===== src/rtl/debounce_pkg.sv =====
// Shared types and width helpers for the button_debounce_n channel filters.
// Optional auto-repeat is enabled by defining DEBOUNCE_AUTOREPEAT_EN.
package debounce_pkg;

  typedef enum logic [1:0] {
    ST_LOW     = 2'd0,
    ST_WAIT_HI = 2'd1,
    ST_HIGH    = 2'd2,
    ST_WAIT_LO = 2'd3
  } ch_state_e;

  // Bits needed to hold 0..max_val, never less than one.
  function automatic int f_cnt_width(input int max_val);
    return (max_val < 1) ? 1 : $clog2(max_val + 1);
  endfunction

  function automatic int f_max(input int a, input int b);
    return (a > b) ? a : b;
  endfunction

endpackage


===== src/rtl/debounce_channel.sv =====
// One debounce channel: tick-qualified stability filter with registered level/press/rel.
// Auto-repeat press train is built only when DEBOUNCE_AUTOREPEAT_EN is defined.
//
//   state      | meaning
//   ST_LOW     | accepted level 0, input agrees
//   ST_WAIT_HI | accepted level 0, input high, counting stable ticks
//   ST_HIGH    | accepted level 1, input agrees (repeat counter runs)
//   ST_WAIT_LO | accepted level 1, input low, counting stable ticks
module debounce_channel
  import debounce_pkg::*;
#(
  parameter int STABLE_TICKS  = 10
`ifdef DEBOUNCE_AUTOREPEAT_EN
  , parameter int REPEAT_DELAY  = 500
  , parameter int REPEAT_PERIOD = 100
`endif
) (
  input  logic clk,
  input  logic rst_n,
  input  logic i_s,
  input  logic i_tick,
  output logic o_level,
  output logic o_press,
  output logic o_rel
);

  localparam int CW = f_cnt_width(STABLE_TICKS);

  ch_state_e     r_state;
  ch_state_e     w_state_d;
  logic [CW-1:0] r_cnt;
  logic [CW-1:0] w_cnt_d;
  logic          r_level;
  logic          r_press;
  logic          r_rel;
  logic          w_in_high;
  logic          w_press_d;
  logic          w_rel_d;
  logic          w_rep_pulse;

  always_ff @(posedge clk or negedge rst_n) begin
    if (!rst_n) begin
      r_state <= ST_LOW;
      r_cnt   <= '0;
      r_level <= 1'b0;
      r_press <= 1'b0;
      r_rel   <= 1'b0;
    end else begin
      r_state <= w_state_d;
      r_cnt   <= w_cnt_d;
      r_level <= w_in_high;
      r_press <= w_press_d;
      r_rel   <= w_rel_d;
    end
  end

  always_comb begin
    w_state_d = r_state;
    w_cnt_d   = r_cnt;
    case (r_state)
      ST_LOW: begin
        if (i_s) begin
          w_state_d = ST_WAIT_HI;
          w_cnt_d   = '0;
        end
      end
      ST_WAIT_HI: begin
        if (!i_s) begin
          w_state_d = ST_LOW;
        end else if (i_tick) begin
          if (r_cnt == CW'(STABLE_TICKS - 1)) w_state_d = ST_HIGH;
          else                                w_cnt_d   = r_cnt + 1'b1;
        end
      end
      ST_HIGH: begin
        if (!i_s) begin
          w_state_d = ST_WAIT_LO;
          w_cnt_d   = '0;
        end
      end
      ST_WAIT_LO: begin
        if (i_s) begin
          w_state_d = ST_HIGH;
        end else if (i_tick) begin
          if (r_cnt == CW'(STABLE_TICKS - 1)) w_state_d = ST_LOW;
          else                                w_cnt_d   = r_cnt + 1'b1;
        end
      end
      default: begin
        w_state_d = ST_LOW;
        w_cnt_d   = '0;
      end
    endcase

    // Output edges come from the registered accepted level, so a bounce back
    // from a WAIT state can never produce a pulse.
    w_in_high = (r_state == ST_HIGH) || (r_state == ST_WAIT_LO);
    w_press_d = (w_in_high & ~r_level) | w_rep_pulse;
    w_rel_d   = r_level & ~w_in_high;
  end

`ifdef DEBOUNCE_AUTOREPEAT_EN
  localparam int RW = f_cnt_width(f_max(REPEAT_DELAY, REPEAT_PERIOD));

  logic [RW-1:0] r_rc;
  logic [RW-1:0] w_rc_d;
  logic          r_rep_phase;
  logic          w_rep_phase_d;
  logic          r_rep_hit;
  logic          w_rep_hit_d;

  always_ff @(posedge clk or negedge rst_n) begin
    if (!rst_n) begin
      r_rc        <= '0;
      r_rep_phase <= 1'b0;
      r_rep_hit   <= 1'b0;
    end else begin
      r_rc        <= w_rc_d;
      r_rep_phase <= w_rep_phase_d;
      r_rep_hit   <= w_rep_hit_d;
    end
  end

  // Phase 0 waits out the initial delay, phase 1 repeats at the period;
  // WAIT_LO leaves the counter frozen so a short release glitch resumes it.
  always_comb begin
    w_rc_d        = r_rc;
    w_rep_phase_d = r_rep_phase;
    w_rep_hit_d   = 1'b0;
    if ((r_state == ST_LOW) || (r_state == ST_WAIT_HI)) begin
      w_rc_d        = '0;
      w_rep_phase_d = 1'b0;
    end else if ((r_state == ST_HIGH) && i_tick) begin
      if (r_rc == (r_rep_phase ? RW'(REPEAT_PERIOD - 1) : RW'(REPEAT_DELAY - 1))) begin
        w_rep_hit_d   = 1'b1;
        w_rc_d        = '0;
        w_rep_phase_d = 1'b1;
      end else begin
        w_rc_d = r_rc + 1'b1;
      end
    end
  end

  assign w_rep_pulse = r_rep_hit;
`else
  assign w_rep_pulse = 1'b0;
`endif

  assign o_level = r_level;
  assign o_press = r_press;
  assign o_rel   = r_rel;

endmodule


===== src/rtl/button_debounce_n.sv =====
// N-channel push-button debouncer: 2-FF synchronisers, shared tick divider, per-channel filters.
// Define DEBOUNCE_AUTOREPEAT_EN to turn a held button into a periodic press train.
module button_debounce_n
  import debounce_pkg::*;
#(
  parameter int N             = 5,
  parameter int TICK_DIV      = 100000,
  parameter int STABLE_TICKS  = 10,
  parameter int REPEAT_DELAY  = 500,
  parameter int REPEAT_PERIOD = 100
) (
  input  logic         clk,
  input  logic         rst_n,
  input  logic [N-1:0] in,
  output logic [N-1:0] level,
  output logic [N-1:0] press,
  output logic [N-1:0] rel
);

  localparam int TW = f_cnt_width(TICK_DIV - 1);

  if ((N < 1) || (TICK_DIV < 1) || (STABLE_TICKS < 1) ||
      (REPEAT_DELAY < 1) || (REPEAT_PERIOD < 1)) begin : g_param_check
    $error("button_debounce_n: all parameters must be >= 1");
  end

  logic [N-1:0]  r_sync1;
  logic [N-1:0]  r_sync2;
  logic [TW-1:0] r_tick_cnt;
  logic          w_tick;

  always_ff @(posedge clk or negedge rst_n) begin
    if (!rst_n) begin
      r_sync1 <= '0;
      r_sync2 <= '0;
    end else begin
      r_sync1 <= in;
      r_sync2 <= r_sync1;
    end
  end

  // With TICK_DIV == 1 the counter sits at 0 and w_tick is constantly high.
  assign w_tick = (r_tick_cnt == TW'(TICK_DIV - 1));

  always_ff @(posedge clk or negedge rst_n) begin
    if (!rst_n)      r_tick_cnt <= '0;
    else if (w_tick) r_tick_cnt <= '0;
    else             r_tick_cnt <= r_tick_cnt + 1'b1;
  end

  for (genvar gi = 0; gi < N; gi++) begin : g_ch
    debounce_channel #(
      .STABLE_TICKS  (STABLE_TICKS)
`ifdef DEBOUNCE_AUTOREPEAT_EN
      , .REPEAT_DELAY  (REPEAT_DELAY)
      , .REPEAT_PERIOD (REPEAT_PERIOD)
`endif
    ) u_ch (
      .clk     (clk),
      .rst_n   (rst_n),
      .i_s     (r_sync2[gi]),
      .i_tick  (w_tick),
      .o_level (level[gi]),
      .o_press (press[gi]),
      .o_rel   (rel[gi])
    );
  end

endmodule


===== config.mk =====
export PLATFORM = sky130hd
export DESIGN_NAME = button_debounce_n
export DESIGN_NICKNAME = d
export VERILOG_FILES = /design/src/rtl/debounce_pkg.sv /design/src/rtl/debounce_channel.sv /design/src/rtl/button_debounce_n.sv
export SDC_FILE = /design/constraint.sdc
export NUM_CORES = 1
export LEC_CHECK = 0
export CAP_MARGIN = 40
export CORE_MARGIN = 1
export CORE_UTILIZATION = 59
export DETAILED_ROUTE_END_ITERATION = 10
export GPL_TIMING_DRIVEN = 1
export PLACE_DENSITY = 0.8
export SLEW_MARGIN = 5
export SYNTH_ARGS = -nofsm -noshare
export SYNTH_HDL_FRONTEND = slang
export SYNTH_SLANG_ARGS = --single-unit

===== constraint.sdc =====
create_clock -name clk -period 2.4 [get_ports clk]
set_input_delay 0.48 -clock clk [delete_from_list [all_inputs] [get_ports clk]]
set_output_delay 0.48 -clock clk [all_outputs]
set_load 0.01 [all_outputs]

==> results_dict.tcl, run 1 <==
set metrics [dict create \
    ys_ff_latch 72 \
    cts-resized-gates 0 \
    netlist.area_leader.share 0.532 \
    viasPerCell 5.70 \
    syn2layout_area_growth_pct 13.1 \
    ys_types 33 \
    fin_skew_ps 5.25 \
    drt_first_pass_iters 4 \
    grt_use_total 0.217 \
    fp.dieH_um 77.8 \
    num_vias 2299 \
    wl_per_cell_um 14.2 \
    drc_errors 0 \
    fmax_ghz 0.442 \
    max_slew_margin 0.553 \
    grt_pass1_vias 2202 \
    synth_area_mm2 0.00339 \
    cts_root_buf "clkbuf_8" \
    p_leak_uw 0.00180 \
    outcome "finished, final reports clean" \
    yosysSeqAreaShare 0.532 \
    drt-total-wl_mm 5.71 \
    syn_inst 318 \
    core_mm2 0.00551 \
    clock-sinks 72 \
    antenna_found_initial 0 \
    period_needed_ps 2260 \
    fin_hold_ws_ps 147 \
    clkTransAtPathRegs_ps 70 \
    yosysWarnings 0 \
    drive_gt1_frac 0.0997 \
    synthMuxAreaShare 0.0166 \
    required_ps 2680 \
    powerDensity_mw_per_mm2 690 \
    vdd_drop_max_uv 472 \
    hold_violations 0 \
    antennaDiodeCount 0 \
    cts_tree "done" \
    layout_commonest_cell "dfrtp_1" \
    drt_iter0_markers 157 \
    gp_congestion 0.840 \
    fin_crit_sh 0.942 \
    cts_buffers 9 \
    grt_first_pass_wirelength_mm 9.92 \
    synthTopCellsByArea "dfrtp_1 (53%), xnor2_1 (4.1%), ha_1 (4.1%)" \
    clockBufferDepth 2 \
    grt_setup_unrepaired "no" \
    max_slew.worst_pin.slew_ps 665 \
    setup-tns-final_ps 0 \
    timing_worst_setup_path_type "register to register" \
    ctsHtreeMaxLevel 3 \
    clk-insertion-delay-late_ps 350 \
    yosysTopAreaCell "dfrtp_1" \
    start_util 0.615 \
    fp.dieArea_mm2 0.00605 \
    hold_buffers 0 \
    finalMaxSlewViolations 0 \
    nNetsFinal 344 \
    grt_start_max_net_pins 46 \
    drv_cap 0 \
    grt_remaining_overflow 0 \
    finalSetupViolCount 0 \
    synthXorXnorAreaFrac 0.0492 \
    hpwl_mm 3.68 \
    min-delay-path-class "input port to async pin" \
    crit_arrival_ps 2550 \
    io_buffers 21 \
    cts_setup_buffers 0 \
    pin_count 22 \
    die_x_um 77.8 \
    synth_nets 336 \
    cp_max_fo 13 \
    endpoint_kind "register" \
    synth_compound_area_frac 0.0661 \
    layout_common_cells "dfrtp_1 (72), a21oi_1 (27), nor2_1 (25)" \
    synth_top_family_by_area "simple AND/OR/NAND/NOR gates" \
    ant_nets 0 \
    synth-simple-area-share 0.227 \
    syn_avg_cell_area_um2 10.6 \
    cp-start-kind "register" \
    rows 27 \
    synth_fa_ha_area_frac 0.0407 \
]
## cell type report
class                   instances  area [um2]
clock buffers                  10         128
clock inverters                 6         155
fillers                       405        1680
inverters                       9        33.8
multi-input cells             209        1360
flip-flops and latches         72        1800
well taps                      72        90.1
repair buffers                 25         260
## kinds of logic after synthesis
logic type / Yosys count
adders and majority gates: 11
xor gates and xnor gates: 19
buffers and inverters: 37
DFF: 72
muxes: 5
and+or+nand+nor: 135
AOI/OAI and AO/OA: 39
## state kept, by name (all words and copies together) (netlist names), named ones only
name	cells
g_ch.u_ch.o_rel	5
r_sync1	5
g_ch.u_ch.r_state	5
r_sync2	5
g_ch.u_ch.o_press	5
r_tick_cnt	17
g_ch.u_ch.o_level	5
g_ch.u_ch.r_cnt	20
## routing by layer
metal	part of all wire	track usage	vias to the layer above
met1	0.44	0.270	1128
met4	0.022	0.121	0
met3	0.036	0.0459	12
li1	-	-	1112
met2	0.51	0.352	47
met5	0	0	-
## final timing paths
check	cells after the start	startpoint	slack (ps)	endpoint
setup / recovery	4	r_tick_cnt[13]$_DFF_PN0_	140	g_ch[2].u_ch.r_cnt[2]$_DFFE_PN0P_
hold / removal	1	rst_n	150	g_ch[1].u_ch.o_press$_DFF_PN0_
setup reg to reg	4	r_tick_cnt[13]$_DFF_PN0_	140	g_ch[2].u_ch.r_cnt[2]$_DFFE_PN0P_
hold reg to reg	0	r_sync1[0]$_DFF_PN0_	350	r_sync2[0]$_DFF_PN0_
max in group asynchronous	2	rst_n	1600	r_tick_cnt[15]$_DFF_PN0_
min in group clk	0	r_sync1[0]$_DFF_PN0_	350	r_sync2[0]$_DFF_PN0_
## worst max-delay path, stage by stage, from the launching register on
cell,delay [ps]
dfrtp_1,420
or4b_4,570
or4_4,650
nor4_1,410
a211o_1,150
## synth_stat cells, drive strengths merged
cell type,instances
nand4b,4
nand4,5
or4b,1
or4,2
a211o,2
nand3,21
nor4,10
and3,16
ha,11
nand2,14
nor2b,12
xnor2,16
and4,1
nor2,25
and3b,5
xor2,3
nand2b,4
buf,20
o21ai,5
clkbuf,8
inv,9
a21o,3
o41ai,1
mux2,5
or3,1
nor3,13
dfrtp,72
and2,1
o211ai,1
a21oi,27
## through the flow
step                      total power (uW)  utilization  instance area, um2  worst slack, ps  instances
after CTS                             2660        0.695                3830              139        403
after global routing                  2720        0.695                3830             51.4        403
after detailed placement              1320        0.644                3550              144        387
after floorplan                       1280            -                3390              298        318
final                                 2640        0.695                3830              138        403
after global placement                1320        0.644                3550              232        387
## power breakdown
| part | switching (uW) | internal (uW) | leakage, uW |
|---|---|---|---|
| Clock | 444 | 899 | 0.000140 |
| Sequential | 12.8 | 1230 | 0.000957 |
| Combinational | 41.3 | 20.7 | 0.000700 |
(Power assumes the default switching activity.)
==> run 2: changes to the inputs <==
Settings changed: CTS_BUF_LIST from default to sky130_fd_sc_hd__clkbuf_4 sky130_fd_sc_hd__clkbuf_8 sky130_fd_sc_hd__clkbuf_16, PLACE_DENSITY 0.8 to 0.91.
==> run 2 against run 1 <==
Effect of this change:
- non-clock buffer count grew 5
- core utilization shrank 0.91 points
- worst setup slack gained 68 ps
- clock skew grew 1.1 ps
- sequential power is essentially flat
- global-route usage grew 0.14 points
- first-iteration DRC count shrank 20%
- die area is the same
- combinational power grew 4.8%
- fmax grew 3.1%
- count of clock-buffer cells in the layout is the same
==> results_dict.tcl, run 2 (synthesized netlist as in run 1, its figures left out) <==
set metrics [dict create \
    regMostFlops "g_ch.u_ch.r_cnt" \
    max_slew.worst_pin.slew_ps 686 \
    finalSetupViolCount 0 \
    n_fill_cell 390 \
    regArea_mm2 0.00180 \
    fin_skew_ps 6.31 \
    gp_congestion 0.885 \
    cp_max_fo 23 \
    drt-total-wl_mm 5.93 \
    reg_top3 "g_ch.u_ch.r_cnt: 20 flops, r_tick_cnt: 17 flops" \
    antennaDiodeCount 0 \
    finalMaxSlewViolations 0 \
    largest_reg_flops 20 \
    ctsHtreeMaxLevel 3 \
    worst-path-buf-inv 1 \
    syn2layout_area_growth_pct 11.6 \
    drv_cap 0 \
    clkTransAtPathRegs_ps 70 \
    postLayoutSetupSlackWorst_ps 207 \
    drive_gt1_frac 0.113 \
    nNetsFinal 349 \
    cts_root_buf "clkbuf_8" \
    hold_buffers 0 \
    setup-tns-final_ps 0 \
    max_slew_margin 0.539 \
    max_stage_delay_ps 570 \
    timing_worst_setup_path_type "register to register" \
    fp.dieArea_mm2 0.00605 \
    required_ps 2630 \
    cts_tree "done" \
    fin_crit_sh 0.914 \
    hold_violations 0 \
    drc_errors 0 \
    layout_commonest_cell "dfrtp_1" \
    clock-sinks 72 \
    fp.dieH_um 77.8 \
    crit_family "simple AND/OR/NAND/NOR gates" \
    drt_iter0_markers 126 \
    crit_slowest_cell "or4b_4" \
    min-delay-path-class "input port to async pin" \
    grt_start_max_net_pins 32 \
    clk-insertion-delay-late_ps 340 \
    ant_nets 0 \
    p_leak_uw 0.00177 \
    worst-path-stages 5 \
    cts-resized-gates 0 \
    outcome "finished, final reports clean" \
    pin_count 22 \
    vdd_drop_max_uv 330 \
    cts_setup_buffers 0 \
    die_x_um 77.8 \
    wl_per_cell_um 14.6 \
    antenna_found_initial 0 \
    grt_remaining_overflow 0 \
    period_needed_ps 2190 \
    reg2reg_depth 5 \
    layout_common_cells "dfrtp_1 (72), a21oi_1 (27), nor2_1 (25)" \
    fin_hold_ws_ps 106 \
    grt_pass1_vias 2282 \
    num_vias 2338 \
    grt_first_pass_wirelength_mm 10.2 \
    hpwl_mm 3.99 \
    io_buffers 21 \
    powerDensity_mw_per_mm2 592 \
    cts_buffers 9 \
    core_mm2 0.00551 \
    crit_chain "or4b_4, nor4_4, buf_12, and3_1, mux2_2" \
    clockBufferDepth 2 \
    dp_slack_ps 208 \
    endpoint_kind "register" \
    fmax_ghz 0.456 \
    grt_use_total 0.218 \
    viasPerCell 5.74 \
    start_util 0.615 \
    cp-start-kind "register" \
    multi_input_area_mm2 0.00136 \
    rows 27 \
    drt_first_pass_iters 4 \
    crit_arrival_ps 2420 \
    grt_setup_unrepaired "no" \
]
## run 2: changes by cell type in the layout (fill, tap and decap cells not counted)
| cell | delta |
|---|---|
| buf_4 | +5 |
| bufinv_16 | -4 |
| clkbuf_1 | -1 |
| clkbuf_8 | +1 |
| clkinvlp_4 | +3 |
## run 2: worst paths after layout
| check | start | slack, ps | endpoint |
|---|---|---|---|
| max | r_tick_cnt[13]$_DFF_PN0_ | 210 | register |
| min | rst_n | 110 | r_sync2[0]$_DFF_PN0_ |
| max in group asynchronous | rst_n | 1630 | g_ch[3].u_ch.o_level$_DFF_PN0_ |
| max reg2reg | r_tick_cnt[13]$_DFF_PN0_ | 210 | register |
| min in group clk | r_sync1[3]$_DFF_PN0_ | 360 | r_sync2[3]$_DFF_PN0_ |
| min reg2reg | r_sync1[3]$_DFF_PN0_ | 360 | r_sync2[3]$_DFF_PN0_ |
## run 2: per-stage QoR
stage	cells	total power, uW	util	cell area (um2)
global placement	392	1320	0.651	3580
detailed placement	392	1330	0.651	3580
finish	407	2240	0.686	3780
CTS	407	2260	0.686	3780
global route	407	2320	0.686	3780
floorplan	318	1280	-	3390
## run 2: layer usage
metal	vias to the layer above	wire (um)	track usage	part of all wire
met4	0	151	0.119	0.025
met3	14	172	0.0294	0.029
met2	51	3060	0.365	0.52
met1	1158	2540	0.275	0.43
li1	1115	-	-	-
met5	-	0	0	0
## run 2: final cells by class
type,count,share of cell area
inverter,9,0.00894
multi-input combinational,209,0.360
tap,72,0.0238
clock buffer,10,0.0364
clock inverter,5,0.0152
sequential,72,0.477
timing repair buffer,30,0.0788
## run 2: report_power, final
| part | leakage, uW | internal [uW] | switching (uW) | total (uW) |
|---|---|---|---|---|
| Clock | 0.0000904 | 500 | 433 | 933 |
| Combinational | 0.000725 | 22.8 | 42.2 | 65.0 |
| Sequential | 0.000957 | 1230 | 12.4 | 1240 |
==> edit: new RTL, flow settings as in run 2 <==
Encoding of `ch_state_e`: now one-hot (4 bits for 4 states).
--- a/src/rtl/debounce_pkg.sv
+++ b/src/rtl/debounce_pkg.sv
@@ -4,7 +4,7 @@
 
-  typedef enum logic [1:0] {
-    ST_LOW     = 2'd0,
-    ST_WAIT_HI = 2'd1,
-    ST_HIGH    = 2'd2,
-    ST_WAIT_LO = 2'd3
+  typedef enum logic [3:0] {
+    ST_LOW     = 4'b0001,
+    ST_WAIT_HI = 4'b0010,
+    ST_HIGH    = 4'b0100,
+    ST_WAIT_LO = 4'b1000
   } ch_state_e;
Behaviour: no difference found for any inputs over 10 cycles, from zero or initial values and one cycle with rst_n low; not proved beyond that.
==> edit against run 2 <==
  * Synthesized area up 24%
  * Largest cell class unchanged
  * Cell count up 32%
  * Wire length rose by 32%
  * Design area increased by 21%
  * Via count is 38% higher
  * Sequential cell count rose by 10
  * Worst setup slack gained 0.017 ns
Power is not compared: it rests on default switching activity, and its combinational part moved more than twofold at a synthesized area within 25%.
==> edit: results (changes against run 2) <==
number of global-route vias before repair: 3122 (+37%)
final wirelength: 7.82 mm (+32%)
DR pass1 iterations: 5 (+1)
vias after detailed routing: 3215 (+38%)
Clock Skew: 0.00906 ns (+0.00275 ns)
first-pass GRT wire length: 13.4 mm (+31%)
1st-iter DRT viols: 166 (+32%)
Clk Latency, worst-skew pair: 0.36 ns (+0.02 ns)
hpwl dp: 5.26 mm (+32%)
port bufs: 21 (unchanged)
clk slew on worst S/H paths: 0.08 ns
All-Layer GR Usage: 0.229 (+0.0111)
top sig layer: met4
post-synthesis cell type count: 46 (+39%)
Diodes inserted: 0 (unchanged)
Final GP Congestion: 0.853 (-3.7%)
top post-synthesis cells by area: dfrtp_1 (46%), o21ai_0 (5.4%), ha_1 (3.3%)
setup bufs post-CTS: 0 (unchanged)
post_cts resized: 0 (unchanged)
largest net degree at the start of global routing: 83 (+160%)
Clock Tree Root: clkbuf_8
top post-synthesis cells by count: dfrtp_1 (77), o21ai_0 (45), nor2_1 (36)
post-synthesis sequential area ratio: 0.489 (-0.0430)
nets: 453 (+30%)
Synth warnings: 0 (unchanged)
asr flop ratio synth: 1.00 (unchanged)
WL/cell: 14.6 um (about the same)
Mean Syn Cell Area: 9.74 um2 (-8.5%)
WL met1: 3.44 mm (+35%)
dpl ws: 0.242 ns (+0.0339 ns)
peak supply drop: 387 uV
Static Leak: 1.99 nW
initial antenna violation count: 0 (unchanged)
Met3 Routed Length: 314 um (+83%)
Worst-Margin Slew: 0.823 ns (+0.137 ns)
ys flop type: dfrtp_1
Max FO, Critical Path: 16 (-30%)
FILL cells: 526 (+35%)
placed cells: 520 (+33%)
share of cells above drive strength 1: 0.0773 (-0.0362)
status: finished, final reports clean
H-tree level count: 3 (unchanged)
Critical Path AT: 2.45 ns (+0.03 ns)
WL met2: 3.89 mm (+27%)
CTS Buf Count: 9 (unchanged)
largest registers: g_ch.u_ch.r_cnt: 20 flops, g_ch.u_ch.r_state: 20 flops, r_tick_cnt: 17 flops
min-delay worst type: input port to async pin
Max Root-Sink Buffers: 2 (unchanged)
reg2reg setup slack: 0.22 ns (+0.02 ns)
placed inst area: 4380 um2 (+22%)
hold_ws: 0.136 ns (+0.0296 ns)
## edit: worst max-delay path, stage by stage (launching register included)
cell     delay, ns
dfrtp_1       0.41
or4_4         0.55
nor4_4        0.35
buf_4         0.27
nand2_1       0.11
or2_0         0.21
a31oi_1       0.19
## edit: cell families after synthesis
family                     count (synthesis)  share of synthesized area
xor gates and xnor gates                  18                     0.0375
adders and majority gates                 11                     0.0327
and+or+nand+nor                          166                      0.212
AOI/OAI and AO/OA                        104                      0.155
muxes                                      5                     0.0119
DFF                                       82                      0.489
buffers and inverters                     46                     0.0616
## edit: layout make-up
cell class                      count  area [um2]  share of cell area
Clock buffer                       10         131              0.0288
Clock inverter                      6        57.6              0.0126
Inverter                           14        52.6              0.0115
Multi-Input combinational cell    304        1890               0.414
Sequential cell                    82        2060               0.451
Tap cell                           96         120              0.0263
Timing Repair Buffer               24         255              0.0559
## edit: worst paths after layout
check                                    startpoint                                  end  depth (start not counted)
max                        r_tick_cnt[11]$_DFF_PN0_  g_ch[2].u_ch.r_state[0]$_DFFE_PN1P_                          6
min                                           rst_n       g_ch[3].u_ch.o_press$_DFF_PN0_                          2
max reg2reg                r_tick_cnt[11]$_DFF_PN0_  g_ch[2].u_ch.r_state[0]$_DFFE_PN1P_                          6
min reg2reg                    r_sync1[0]$_DFF_PN0_                 r_sync2[0]$_DFF_PN0_                          0
max in group asynchronous                     rst_n  g_ch[4].u_ch.r_state[0]$_DFFE_PN1P_                          2
min in group clk               r_sync1[0]$_DFF_PN0_                 r_sync2[0]$_DFF_PN0_                          0
## edit: per-layer routing
metal | up-vias | global-route usage
met3 | 17 | 0.0419
li1 | 1539 | -
met4 | 0 | 0.124
met2 | 101 | 0.394
met1 | 1558 | 0.274
met5 | - | 0
## edit: power by group
group / internal (mW) / leakage (nW) / switching, mW
logic: 0.0943 / 0.801 / 0.133
registers: 1.43 / 1.09 / 0.0770
clock network: 0.485 / 0.0992 / 0.483
total: 2.01 / 1.99 / 0.693
